$ cat config.mk
export PLATFORM = sky130hd
export DESIGN_NAME = clock_time_ctrl_flat
export DESIGN_NICKNAME = d
export VERILOG_FILES = /design/src/rtl/clock_time_ctrl_if.sv /design/src/rtl/clock_time_ctrl.sv /design/src/flat_wrapper.sv
export SDC_FILE = /design/constraint.sdc
export NUM_CORES = 1
export LEC_CHECK = 0
export ABC_AREA = 1
export ABC_CLOCK_PERIOD_IN_PS = 2200
export BUFFER_PORTS_ARGS = -buffer_cell sky130_fd_sc_hd__buf_2
export CAP_MARGIN = 20
export CORE_ASPECT_RATIO = 1.2
export CORE_MARGIN = 2
export CORE_UTILIZATION = 40
export CTS_CLUSTER_DIAMETER = 150
export DETAILED_ROUTE_END_ITERATION = 6
export PLACE_DENSITY = 0.62
export SYNTH_ARGS = -nofsm -noshare
export SYNTH_HDL_FRONTEND = slang
export SYNTH_SLANG_ARGS = --single-unit
$ cat constraint.sdc
create_clock -name CLK -period 2.2 [get_ports CLK]
set_input_delay 0 -clock CLK [delete_from_list [all_inputs] [get_ports CLK]]
set_output_delay 0 -clock CLK [all_outputs]
set_load 0.02 [all_outputs]
$ cat src/rtl/clock_time_ctrl_if.sv
// clock_time_ctrl_if: button-pulse inputs and time/mode outputs of the
// timekeeping controller.
//   master: drives mode/inc/dec pulses, observes time, mode and sec_tick
//   slave : the controller; consumes the pulses, drives the time outputs
interface clock_time_ctrl_if;
    logic       mode_pulse;
    logic       inc_pulse;
    logic       dec_pulse;
    logic [4:0] hours;
    logic [5:0] minutes;
    logic [5:0] seconds;
    logic [1:0] mode;
    logic       sec_tick;

    modport master (
        output mode_pulse, inc_pulse, dec_pulse,
        input  hours, minutes, seconds, mode, sec_tick
    );

    modport slave (
        input  mode_pulse, inc_pulse, dec_pulse,
        output hours, minutes, seconds, mode, sec_tick
    );
endinterface

$ cat src/rtl/clock_time_ctrl.sv
// clock_time_ctrl: 24-hour hh:mm:ss timekeeper with a RUN / SET_HR / SET_MIN
// mode machine for setting the time from single-cycle button pulses.
//   CLK   : system clock, all updates on the rising edge
//   RST   : asynchronous active-low reset
//   bus   : pulses in (mode/inc/dec), registered hours/minutes/seconds,
//           mode (0=RUN,1=SET_HR,2=SET_MIN) and sec_tick out
module clock_time_ctrl #(
    parameter int CLK_HZ = 50_000_000
) (
    input  logic              CLK,
    input  logic              RST,
    clock_time_ctrl_if.slave  bus
);
    localparam int             PW     = (CLK_HZ > 1) ? $clog2(CLK_HZ) : 1;
    localparam logic [PW-1:0]  PS_MAX = PW'(CLK_HZ - 1);

    typedef enum logic [1:0] {
        RUN     = 2'd0,
        SET_HR  = 2'd1,
        SET_MIN = 2'd2
    } mode_t;

    mode_t         state;
    logic [PW-1:0] presc;
    logic [4:0]    hours;
    logic [5:0]    minutes;
    logic [5:0]    seconds;
    logic          sec_tick;

    // inc and dec together cancel out
    logic inc, dec;
    assign inc = bus.inc_pulse & ~bus.dec_pulse;
    assign dec = bus.dec_pulse & ~bus.inc_pulse;

    always_ff @(posedge CLK or negedge RST) begin
        if (!RST) begin
            state    <= RUN;
            presc    <= '0;
            hours    <= 5'd0;
            minutes  <= 6'd0;
            seconds  <= 6'd0;
            sec_tick <= 1'b0;
        end else begin
            sec_tick <= 1'b0;
            case (state)
                RUN: begin
                    // Timekeeping keeps going on the edge that leaves RUN so
                    // a coincident tick is never lost.
                    if (presc == PS_MAX) begin
                        presc    <= '0;
                        sec_tick <= 1'b1;
                        if (seconds == 6'd59) begin
                            seconds <= 6'd0;
                            if (minutes == 6'd59) begin
                                minutes <= 6'd0;
                                hours   <= (hours == 5'd23) ? 5'd0 : hours + 5'd1;
                            end else begin
                                minutes <= minutes + 6'd1;
                            end
                        end else begin
                            seconds <= seconds + 6'd1;
                        end
                    end else begin
                        presc <= presc + 1'b1;
                    end
                    if (bus.mode_pulse) begin
                        state <= SET_HR;
                        presc <= '0;
                    end
                end
                SET_HR: begin
                    presc <= '0;
                    if (bus.mode_pulse)
                        state <= SET_MIN;
                    else if (inc)
                        hours <= (hours == 5'd23) ? 5'd0 : hours + 5'd1;
                    else if (dec)
                        hours <= (hours == 5'd0) ? 5'd23 : hours - 5'd1;
                end
                SET_MIN: begin
                    presc <= '0;
                    if (bus.mode_pulse) begin
                        // Back to RUN starts a fresh full second from :00
                        state   <= RUN;
                        seconds <= 6'd0;
                    end else if (inc)
                        minutes <= (minutes == 6'd59) ? 6'd0 : minutes + 6'd1;
                    else if (dec)
                        minutes <= (minutes == 6'd0) ? 6'd59 : minutes - 6'd1;
                end
                default: begin
                    state <= RUN;
                    presc <= '0;
                end
            endcase
        end
    end

    assign bus.hours    = hours;
    assign bus.minutes  = minutes;
    assign bus.seconds  = seconds;
    assign bus.mode     = state;
    assign bus.sec_tick = sec_tick;
endmodule

$ cat src/flat_wrapper.sv
// flat-port wrapper written by rule: the top's interface ports become plain ports
module clock_time_ctrl_flat 
#(
    parameter int CLK_HZ = 50_000_000
)
  (CLK, RST, bus_mode_pulse, bus_inc_pulse, bus_dec_pulse, bus_hours, bus_minutes, bus_seconds, bus_mode, bus_sec_tick);
  clock_time_ctrl_if bus_i ();
  input  logic CLK;
  input  logic RST;
  input wire logic [$bits(bus_i.mode_pulse)-1:0] bus_mode_pulse;
  input wire logic [$bits(bus_i.inc_pulse)-1:0] bus_inc_pulse;
  input wire logic [$bits(bus_i.dec_pulse)-1:0] bus_dec_pulse;
  output wire logic [$bits(bus_i.hours)-1:0] bus_hours;
  output wire logic [$bits(bus_i.minutes)-1:0] bus_minutes;
  output wire logic [$bits(bus_i.seconds)-1:0] bus_seconds;
  output wire logic [$bits(bus_i.mode)-1:0] bus_mode;
  output wire logic [$bits(bus_i.sec_tick)-1:0] bus_sec_tick;
  assign bus_i.mode_pulse = bus_mode_pulse;
  assign bus_i.inc_pulse = bus_inc_pulse;
  assign bus_i.dec_pulse = bus_dec_pulse;
  assign bus_hours = bus_i.hours;
  assign bus_minutes = bus_i.minutes;
  assign bus_seconds = bus_i.seconds;
  assign bus_mode = bus_i.mode;
  assign bus_sec_tick = bus_i.sec_tick;
  clock_time_ctrl #(.CLK_HZ(CLK_HZ)) u_core (.CLK(CLK), .RST(RST), .bus(bus_i));
endmodule
# After elaboration in Yosys (flattened, before gate mapping)
# Cells that the tools add are included.
# totals
regBits	46
latchBits	0
ram_bits	0
rom_bits	0
out_inout_bits	20
wordCells	71
mem_count	0
# op_classes
n_addsub	6
n_mul	0
div	0
n_lt_le_gt_ge	0
n_eq_ne	16
n_shift	0
n_mux	30
n_bitwise	4
n_reduce_logical	9
# ops
cell	count
$mux W26	3
$mux W6	10
$mux W5	8
$add A26 B1 Y26 const B	1
$eq A26 B26 Y1 const B	1
$pmux W6 S2	2
$add A6 B1 Y6 const B	2
$eq A6 B6 Y1 const B	2
$ne A2 B2 Y1 const B	5
$pmux W5 S2	1
$logic_not A6 Y1	1
$mux W2	3
$ne A2 B1 Y1 const B	3
$ne A3 B1 Y1 const B	2
$pmux W2 S3	1
$reduce_and A3 Y1	2
$reduce_and A6 Y1	1
$sub A6 B1 Y6 const B	1
$add A5 B1 Y5 const B	1
$eq A5 B5 Y1 const B	1
$logic_not A5 Y1	1
$reduce_and A5 Y1	1
$sub A5 B1 Y5 const B	1
$reduce_bool A2 Y1	2
other kinds (6)	9

# Logic depth before layout (Yosys ltp)
# Gate-level depths: netlist of run 1.
# logic_depth
ltp_word	6
mapped_depth	11
ltp_nobuf	11

# Least setup slack after synthesis of run 1
# OpenSTA, ideal clock, no wires.
# synth_timing
path_type	reg-to-reg
start	reg u_core.minutes[1] (netlist: u_core.bus.minutes[1])
end	reg u_core.hours[0] (netlist: u_core.bus.hours[0])
setup_ps	118
arrival_time_ps	1538
required_ps	2082
slack_ps	545
stages_incl_launch_ff	11
synth_period_minus_slack_ps	1655
cell_sequence	dfrtp_1 ha_1 inv_1 nor2_1 nand3_2 inv_1 nand2_1 o21ai_2 nand3_1 nand2_1 nand2_1
# synth_between
elab_chain_len	3
# synth_rtl
item	line_no	text
start: declaration	clock_time_ctrl.sv:26	logic [5:0] minutes;
start signal: assignment	clock_time_ctrl.sv:58	minutes <= minutes + 6'd1;
start signal: assignment	clock_time_ctrl.sv:87	minutes <= (minutes == 6'd59) ? 6'd0 : minutes + 6'd1;
start signal: assignment	clock_time_ctrl.sv:89	minutes <= (minutes == 6'd0) ? 6'd59 : minutes - 6'd1;
$eq A6 B6 Y1	clock_time_ctrl.sv:54	if (minutes == 6'd59) begin
$ne A2 B1 Y1 (no line)	n/a	
$reduce_and A6 Y1 (no line)	n/a	
end signal: assignment	clock_time_ctrl.sv:56	hours <= (hours == 5'd23) ? 5'd0 : hours + 5'd1;
end signal: assignment	clock_time_ctrl.sv:76	hours <= (hours == 5'd23) ? 5'd0 : hours + 5'd1;
end signal: assignment	clock_time_ctrl.sv:78	hours <= (hours == 5'd0) ? 5'd23 : hours - 5'd1;
end: declaration	clock_time_ctrl.sv:25	logic [4:0] hours;
# No other way between the ends.
# A chain may end at the register's enable or synchronous reset.

# Worst setup path after layout of run 1
# layout_timing
start	reg u_core.seconds[0] (netlist: u_core.bus.seconds[0])
end	reg u_core.hours[4] (netlist: u_core.bus.hours[4])
# layout_between
elab_chain_len	3
# layout_rtl
item	line_no	text
start: declaration	clock_time_ctrl.sv:27	logic [5:0] seconds;
start signal: assignment	clock_time_ctrl.sv:61	seconds <= seconds + 6'd1;
$eq A6 B6 Y1	clock_time_ctrl.sv:52	if (seconds == 6'd59) begin
$ne A2 B1 Y1 (no line)	n/a	
$reduce_and A6 Y1 (no line)	n/a	
# No other way between the ends.

==> results.md, run 1 <==
- Number of global-route vias before repair: about 2,900
- Die area: between 0.008 and 0.009 sq mm
- Crit path max-delay cell type: dfrtp_1
- Slowest stage delay, CP: a little over 400 ps
- RSZ-0062 raised after global routing: false
- Setup bufs post-CTS: 0
- Fin Hold WS: 134 ps
- Asr flop ratio synth: 100%
- Fin crit share: 83.3%
- Number of enable flip-flop cells after synthesis: 0
- Max-cap viol count: 0
- Clock transition at path regs: about 90 ps
- Synth Area in XOR/XNOR: under 10%
- Clk_skew: 6.45 ps
- Hpwl dp: 5950 um
- Clk root buf: clkbuf_8
- Yosys cell types: 31
- Site Rows: 36
- Post-synthesis adder-cell area fraction: 2.67%
- Mapped Cells: 495
- Largest net degree at the start of global routing: 32
- Seq cells post-synth: 46
- Main synth FF type: dfrtp_1
- Hold crit path type: in2async
- Nets@finish: about 540
- # resized after CTS: 0
- Mapped Area: roughly 0.0033 sq mm
- First-pass GRT wire length: 12,800 um
- Max Freq: roughly 550 MHz
- Number of port buffers: 24
- Post-Syn Area per Cell: 6.62 sq um
- Relative slew slack: 65.0%
- Final hold violation count: 0
- Sequential standard cell area: 0.00115 sq mm
- Gpl congestion: 0.916
- Synth warn: 0
- Worst setup SP type: register
- Crit path capture: u_core.bus.hours[4]$_DFFE_PN0P_
- Total Neg Setup Slack: 0 ps
- Layout area overhead: 10.3%
- Diodes inserted: 0
- Crit path DAT: between 2000 and 2500 ps
- Ports: 25
- Worst slack, placed: 389 ps
- Final Max Tran Viols: 0
- TritonCTS clock tree: done
- Share of cells above drive strength 1: 12.3%
- Initial antenna violation count: 0
- Inserted Clock Buffers: 5
- Clock sink total: between 40 and 50
- Reg-to-reg endpoint: u_core.bus.hours[4]$_DFFE_PN0P_
- Yosys top cell area share: 35.1%
- H-tree depth: 2
- Final min period: 1830 ps
- CP top delay family: simple AND/OR/NAND/NOR gates
- Multi-input gate area: 0.00185 sq mm
- Pleak: 1.79 nW
- Gr ovfl total: 0
- Synth top area cells: dfrtp_1 35%, nand2_1 19%, nor2_1 9.6%, inv_1 6.9%, nand3_1 6.4%
- Synth cell count leaders: 162 x nand2_1, 84 x nor2_1, 60 x inv_1
- Clock Tree Buf Depth: 2
- GRT Total Usage: around 18%
- PwrDens: around 940 mW/mm^2
- CP cell instances: ha_1 > nand3_1 > nor2_1 > inv_1 > nand2_1 > nand3_1 > nand2_1 > nand2_1
- Die height: 103 um
- Tot Pwr: 3.40 mW
- R2r worst-path depth: 8
- Synth Area in Simple Gates: 47.3%
- Mux cell area share after synthesis: 0%
- Maximum vdd drop: 0.357 mV
- Starting Density: about two fifths
- CP most frequent cell: nand2_1
- Final wirelength: 7440 um
- Worst EP required: 2390 ps
- Routed vias/inst: a little under 5
- Router iterations before antenna repair: 4
- Setup crit start: u_core.bus.seconds[0]$_DFFE_PN0P_
- Mapped Nets: 507
- Register area share after synthesis: 35.1%
- Yosys top cell by area: dfrtp_1
- Detailed-route via count: 3,077
- Combinational family with the most area after synthesis: simple AND/OR/NAND/NOR gates
- Fin cells: 622
- ANT nets after route: 0
- Std-Cell Core Area: just over 0.008 sq mm
- Crit path capture type: register
- Measured slew at the worst slew-check pin: 521 ps
- First DRT Iteration DRCs: 148
- Most common cell in the netlist: nand2_1
- CP max FO: 11
- Setup violations, final: 0
- Clk_lat worst skew: 290 ps
- FILL cells: roughly 830
- Worst setup margin: 367 ps
- Avg WL per Cell: 12.0 um
- DRC errors left: 0
- R2R Path Start: u_core.bus.seconds[0]$_DFFE_PN0P_
- Die width: 86.6 um
- Worst path bufs/invs: 1
- Stages on the worst setup path: 8
- Status: finished, final reports clean
- DP Cell Count: about 600
- R2R Setup Slk: roughly 370 ps
- Complex-gate fraction of the synthesized area: 2.86%
- Setup CP Type: reg2reg
metrics by stage:
stage	area [sq um]	utilization [%]
floorplan	3280	-
global route	3610	44.8
finish	3610	44.8
CTS	3610	44.8
detailed placement	3500	43.5
global placement	3500	43.5
worst min-delay path by stage:
stage	startpoint	end	depth (start not counted)	slack (ps)
5_1_grt	RST	u_core.presc[13]$_DFF_PN0_	2	190
6_report	RST	u_core.presc[17]$_DFF_PN0_	2	130
4_1_cts	RST	u_core.presc[13]$_DFF_PN0_	2	150
3_3_place_gp	RST	u_core.presc[17]$_DFF_PN0_	1	-70
2_1_floorplan	RST	u_core.bus.hours[0]$_DFFE_PN0P_	0	-300
3_5_place_dp	RST	u_core.presc[17]$_DFF_PN0_	1	-70
cell usage in the layout (no fill, tap or decap):
master,synthesis,layout
nor2_1,84,84
dfrtp_1,46,46
xnor2_1,6,6
xor2_1,7,7
nor3_1,9,9
nor4_1,1,1
nor3_4,1,1
inv_2,4,4
o21bai_1,1,1
o21ai_2,2,2
nand3b_1,2,2
buf_4,0,3
a31oi_1,1,1
nand2_4,2,2
buf_2,2,24
dlygate4sd3_1,0,2
nor3b_1,2,2
a21oi_1,1,1
nand2_2,6,6
nor2_4,5,5
o21ai_0,10,10
nand3_4,2,2
nand3_1,42,42
clkinv_2,1,2
nand3_2,3,3
o211ai_1,1,1
nand2_1,162,162
clkbuf_1,1,1
inv_1,60,60
nand4_1,17,17
ha_1,7,7
clkbuf_8,0,6
nor2_2,5,5
worst register-to-register path, cell delays in order (launching register included):
cell and delay (ps):
dfrtp_1 410, ha_1 200, nand3_1 90, nor2_1 210, inv_1 90, nand2_1 300
nand3_1 260, nand2_1 110, nand2_1 60
power breakdown:
| part | internal (mW) | switching [mW] | leakage, nW | total [mW] |
|---|---|---|---|---|
| logic | 0.549 | 1.09 | 1.12 | 1.64 |
| registers | 0.990 | 0.236 | 0.620 | 1.23 |
| clock network | 0.254 | 0.277 | 0.0482 | 0.530 |
| total | 1.79 | 1.60 | 1.79 | 3.40 |
area by class of cell:
class | instances | share of cell area [%]
sequential | 46 | 31.8
tap | 95 | 3.29
timing repair buffer | 29 | 4.50
clock inverter | 1 | 0.138
inverter | 65 | 6.78
clock buffer | 7 | 2.39
multi-input combinational | 379 | 51.1
kinds of logic after synthesis:
kind of cell    count (synthesis)
flops                          46
buf+inv                        70
simple gates                  343
xor+xnor                       13
fa+ha+maj                       7
compound gates                 16
state kept, by name, indices dropped and copies added (netlist names):
signal,count
u_core.presc,26
u_core.bus.minutes,6
u_core.bus.seconds,6
u_core.bus.hours,5
u_core.bus.mode,2
u_core.bus.sec_tick,1
what timing repair did:
| item | in CTS | in global routing |
|---|---|---|
| hold buffers | 2 | 0 |
| hold endpoints to repair | 17 | 0 |
| setup endpoints to repair | 0 | 0 |
routing by layer:
layer  GRT usage [%]  wire length [um]  vias to the layer above
li1                -                 -                     1616
met4            6.25               202                        0
met5               0                 0                        -
met3            2.14               153                       19
met1            22.2              3410                     1396
met2            31.9              3680                       46
Power figures use the tool's default switching activity.
==> inputs of run 2 (changes only) <==
Settings changed: ABC_CLOCK_PERIOD_IN_PS 2200 to 1900.
Clock period 2.2 ns to 1.9 ns, I/O delays scaled along.
==> run 2 against run 1 <==
Against the previous run:
- core utilization rose by 0.53 points
- wire length rose by 2.9%
- critical endpoint unchanged
- worst hold slack improved by 59 ps
- flip-flop and latch count did not move
- clock power rose by 17%
- sequential power rose by 16%
- largest power group unchanged
==> results.md, run 2 (same netlist as run 1, synthesis figures left out) <==
- Gpl congestion: 0.914 (-0.25%)
- Max-cap viol count: 0 (unchanged)
- Crit path capture type: register
- R2R Setup Slk: 210 ps (-150 ps)
- First DRT Iteration DRCs: 127 (-14%)
- Worst setup SP type: register
- Layout area overhead: 11.6%
- Crit path capture: u_core.bus.hours[4]$_DFFE_PN0P_
- H-tree depth: 2 (unchanged)
- Relative slew slack: 59.2% (-5.8 points)
- Worst slack, placed: 135 ps (-253 ps)
- Crit path DAT: 1890 ps (-130 ps)
- Fin crit share: 88.8% (+5.5 points)
- Clk root buf: clkbuf_8
- Inserted Clock Buffers: 5 (unchanged)
- Detailed-route via count: 3,117 (+1.3%)
- Worst setup margin: 212 ps (-155 ps)
- PwrDens: 1090 mW/mm^2 (+16%)
- Maximum vdd drop: 0.391 mV (+9.4%)
- RSZ-0062 raised after global routing: false
- Pleak: 1.82 nW (+1.4%)
- Final Max Tran Viols: 0 (unchanged)
- Router iterations before antenna repair: 4 (unchanged)
- DRC errors left: 0 (unchanged)
- Setup CP Type: reg2reg
- Number of port buffers: 24 (unchanged)
- Avg WL per Cell: 12.2 um (+2.1%)
- Pint: 2.11 mW (+18%)
- Share of cells above drive strength 1: 13.2% (+0.82 points)
- Total Neg Setup Slack: 0 ps (unchanged)
- Initial antenna violation count: 0 (unchanged)
- Hpwl dp: 6180 um (+3.9%)
- Clock Tree Buf Depth: 2 (unchanged)
- CP max FO: 11 (unchanged)
- Setup violations, final: 0 (unchanged)
- Largest registers: u_core.presc x26, u_core.bus.minutes x6, u_core.bus.seconds x6
- Max reg flops: 26 (unchanged)
- Sw Pwr: 1.89 mW (+18%)
- Commonest non-fill, non-tap cell in the layout: nand2_1
- Starting Density: 40.7% (unchanged)
- Sequential Power Share: 35.7% (-0.4 points)
- Clock power share: 15.5% (about the same)
- ANT nets after route: 0 (unchanged)
- Setup crit start: u_core.presc[0]$_DFF_PN0_
- Clk_lat worst skew: 300 ps (about the same)
- TritonCTS clock tree: done
- Final min period: 1690 ps (-145 ps)
- Reg-to-reg endpoint: u_core.bus.hours[4]$_DFFE_PN0P_
- Hold crit path type: in2async
- Std-Cell Core Area: 0.00806 sq mm (unchanged)
- Most frequent cells in the layout: 162 x nand2_1, 84 x nor2_1, 60 x inv_1
- Clock sink total: 46 (unchanged)
- Die area: 0.00894 sq mm (unchanged)
- Status: finished, final reports clean
- R2r worst-path depth: 10 (+2)
- Clk_skew: 12.4 ps (+5.90 ps)
- Site Rows: 36 (unchanged)
- Switching share of power: 47.3% (+0.089 points)
- Final wirelength: 7660 um (+2.9%)
- Max Freq: 593 MHz (+8.6%)
- Ports: 25 (unchanged)
- Die width: 86.6 um (unchanged)
- Measured slew at the worst slew-check pin: 608 ps (+86.6 ps)
- Clock transition at path regs: 90 ps (about the same)
- First-pass GRT wire length: 13,100 um (+2.2%)
- Diodes inserted: 0 (unchanged)
- Comb pwr share: 48.9% (+0.6 points)
- Gr ovfl total: 0 (unchanged)
- GRT Total Usage: 18.2% (+0.37 points)
- R2R Path Start: u_core.presc[0]$_DFF_PN0_
- Routed vias/inst: 4.97 (+0.49%)
- FILL cells: 874 (+5.9%)
- Setup bufs post-CTS: 0 (unchanged)
- Worst EP required: 2100 ps (-290 ps)
- Die height: 103 um (unchanged)
- Largest net degree at the start of global routing: 23 (-28%)
- Biggest register: u_core.presc
- Nets@finish: 543 (+0.93%)
- Final hold violation count: 0 (unchanged)
- Number of global-route vias before repair: 2,937 (+2.0%)
-- run 2: area by class of cell --
type	instances	area [sq um]	share of cell area, %
clock buffer	7	86.3	2.36
clock inverter	1	5.00	0.137
inverter	65	245	6.71
multi-input combinational	379	1850	50.6
sequential	46	1150	31.5
tap	95	119	3.25
timing repair buffer	34	200	5.47
-- run 2: worst min path at each step --
stage,from,depth (start not counted),endpoint,slack [ps]
final,RST,2,u_core.bus.seconds[3]$_DFFE_PN0P_,190
after global placement,RST,1,u_core.presc[16]$_DFF_PN0_,7
after detailed placement,RST,1,u_core.presc[13]$_DFF_PN0_,7
after CTS,RST,2,u_core.bus.seconds[0]$_DFFE_PN0P_,210
after floorplan,RST,0,u_core.bus.hours[0]$_DFFE_PN0P_,-300
after global routing,RST,2,u_core.bus.seconds[3]$_DFFE_PN0P_,250
-- run 2: power by group through the flow --
stage	sequential, mW	combinational [mW]	clock (mW)
after detailed placement	1.44	1.95	0
after global routing	1.46	2.24	0.683
after global placement	1.44	1.94	0
after floorplan	1.55	1.30	0
after CTS	1.42	1.97	0.644
final	1.43	1.96	0.618
-- run 2: repair_timing --
action                                 in CTS  in global routing
endpoints found under the hold margin      22                  0
setup endpoints to repair                   0                  4
hold buffers                                2                  0
resized for setup                           0                  1
-- run 2: per-layer routing --
metal / GRT usage [%] / part of all wire [%] / vias to the layer above / wire, um
li1: - / - / 1620 / -
met1: 22.2 / 45 / 1421 / 3420
met2: 32.8 / 50 / 58 / 3800
met3: 2.14 / 3.1 / 18 / 237
met4: 6.97 / 2.7 / 0 / 210
met5: 0 / 0 / - / 0
-- run 2: critical path: stages (launching register included) --
cell and delay, ps:
dfrtp_1 370, ha_1 250, nand2_2 100, nor2_4 130, nand3_2 80, nor2_2 120
nand2_2 80, nand2_4 130, nand3_1 160, nand2_1 100, nand2_1 50
-- run 2: per-stage QoR --
stage / hold WS (ps) / std cells / utilization, % / cell area, sq um / total power, mW
floorplan: -296 / 495 / - / 3280 / 2.85
global placement: 6.91 / 617 / 43.9 / 3540 / 3.38
detailed placement: 6.75 / 617 / 43.9 / 3540 / 3.40
CTS: 214 / 627 / 45.3 / 3650 / 4.04
global route: 246 / 627 / 45.4 / 3660 / 4.38
finish: 194 / 627 / 45.4 / 3660 / 4.00
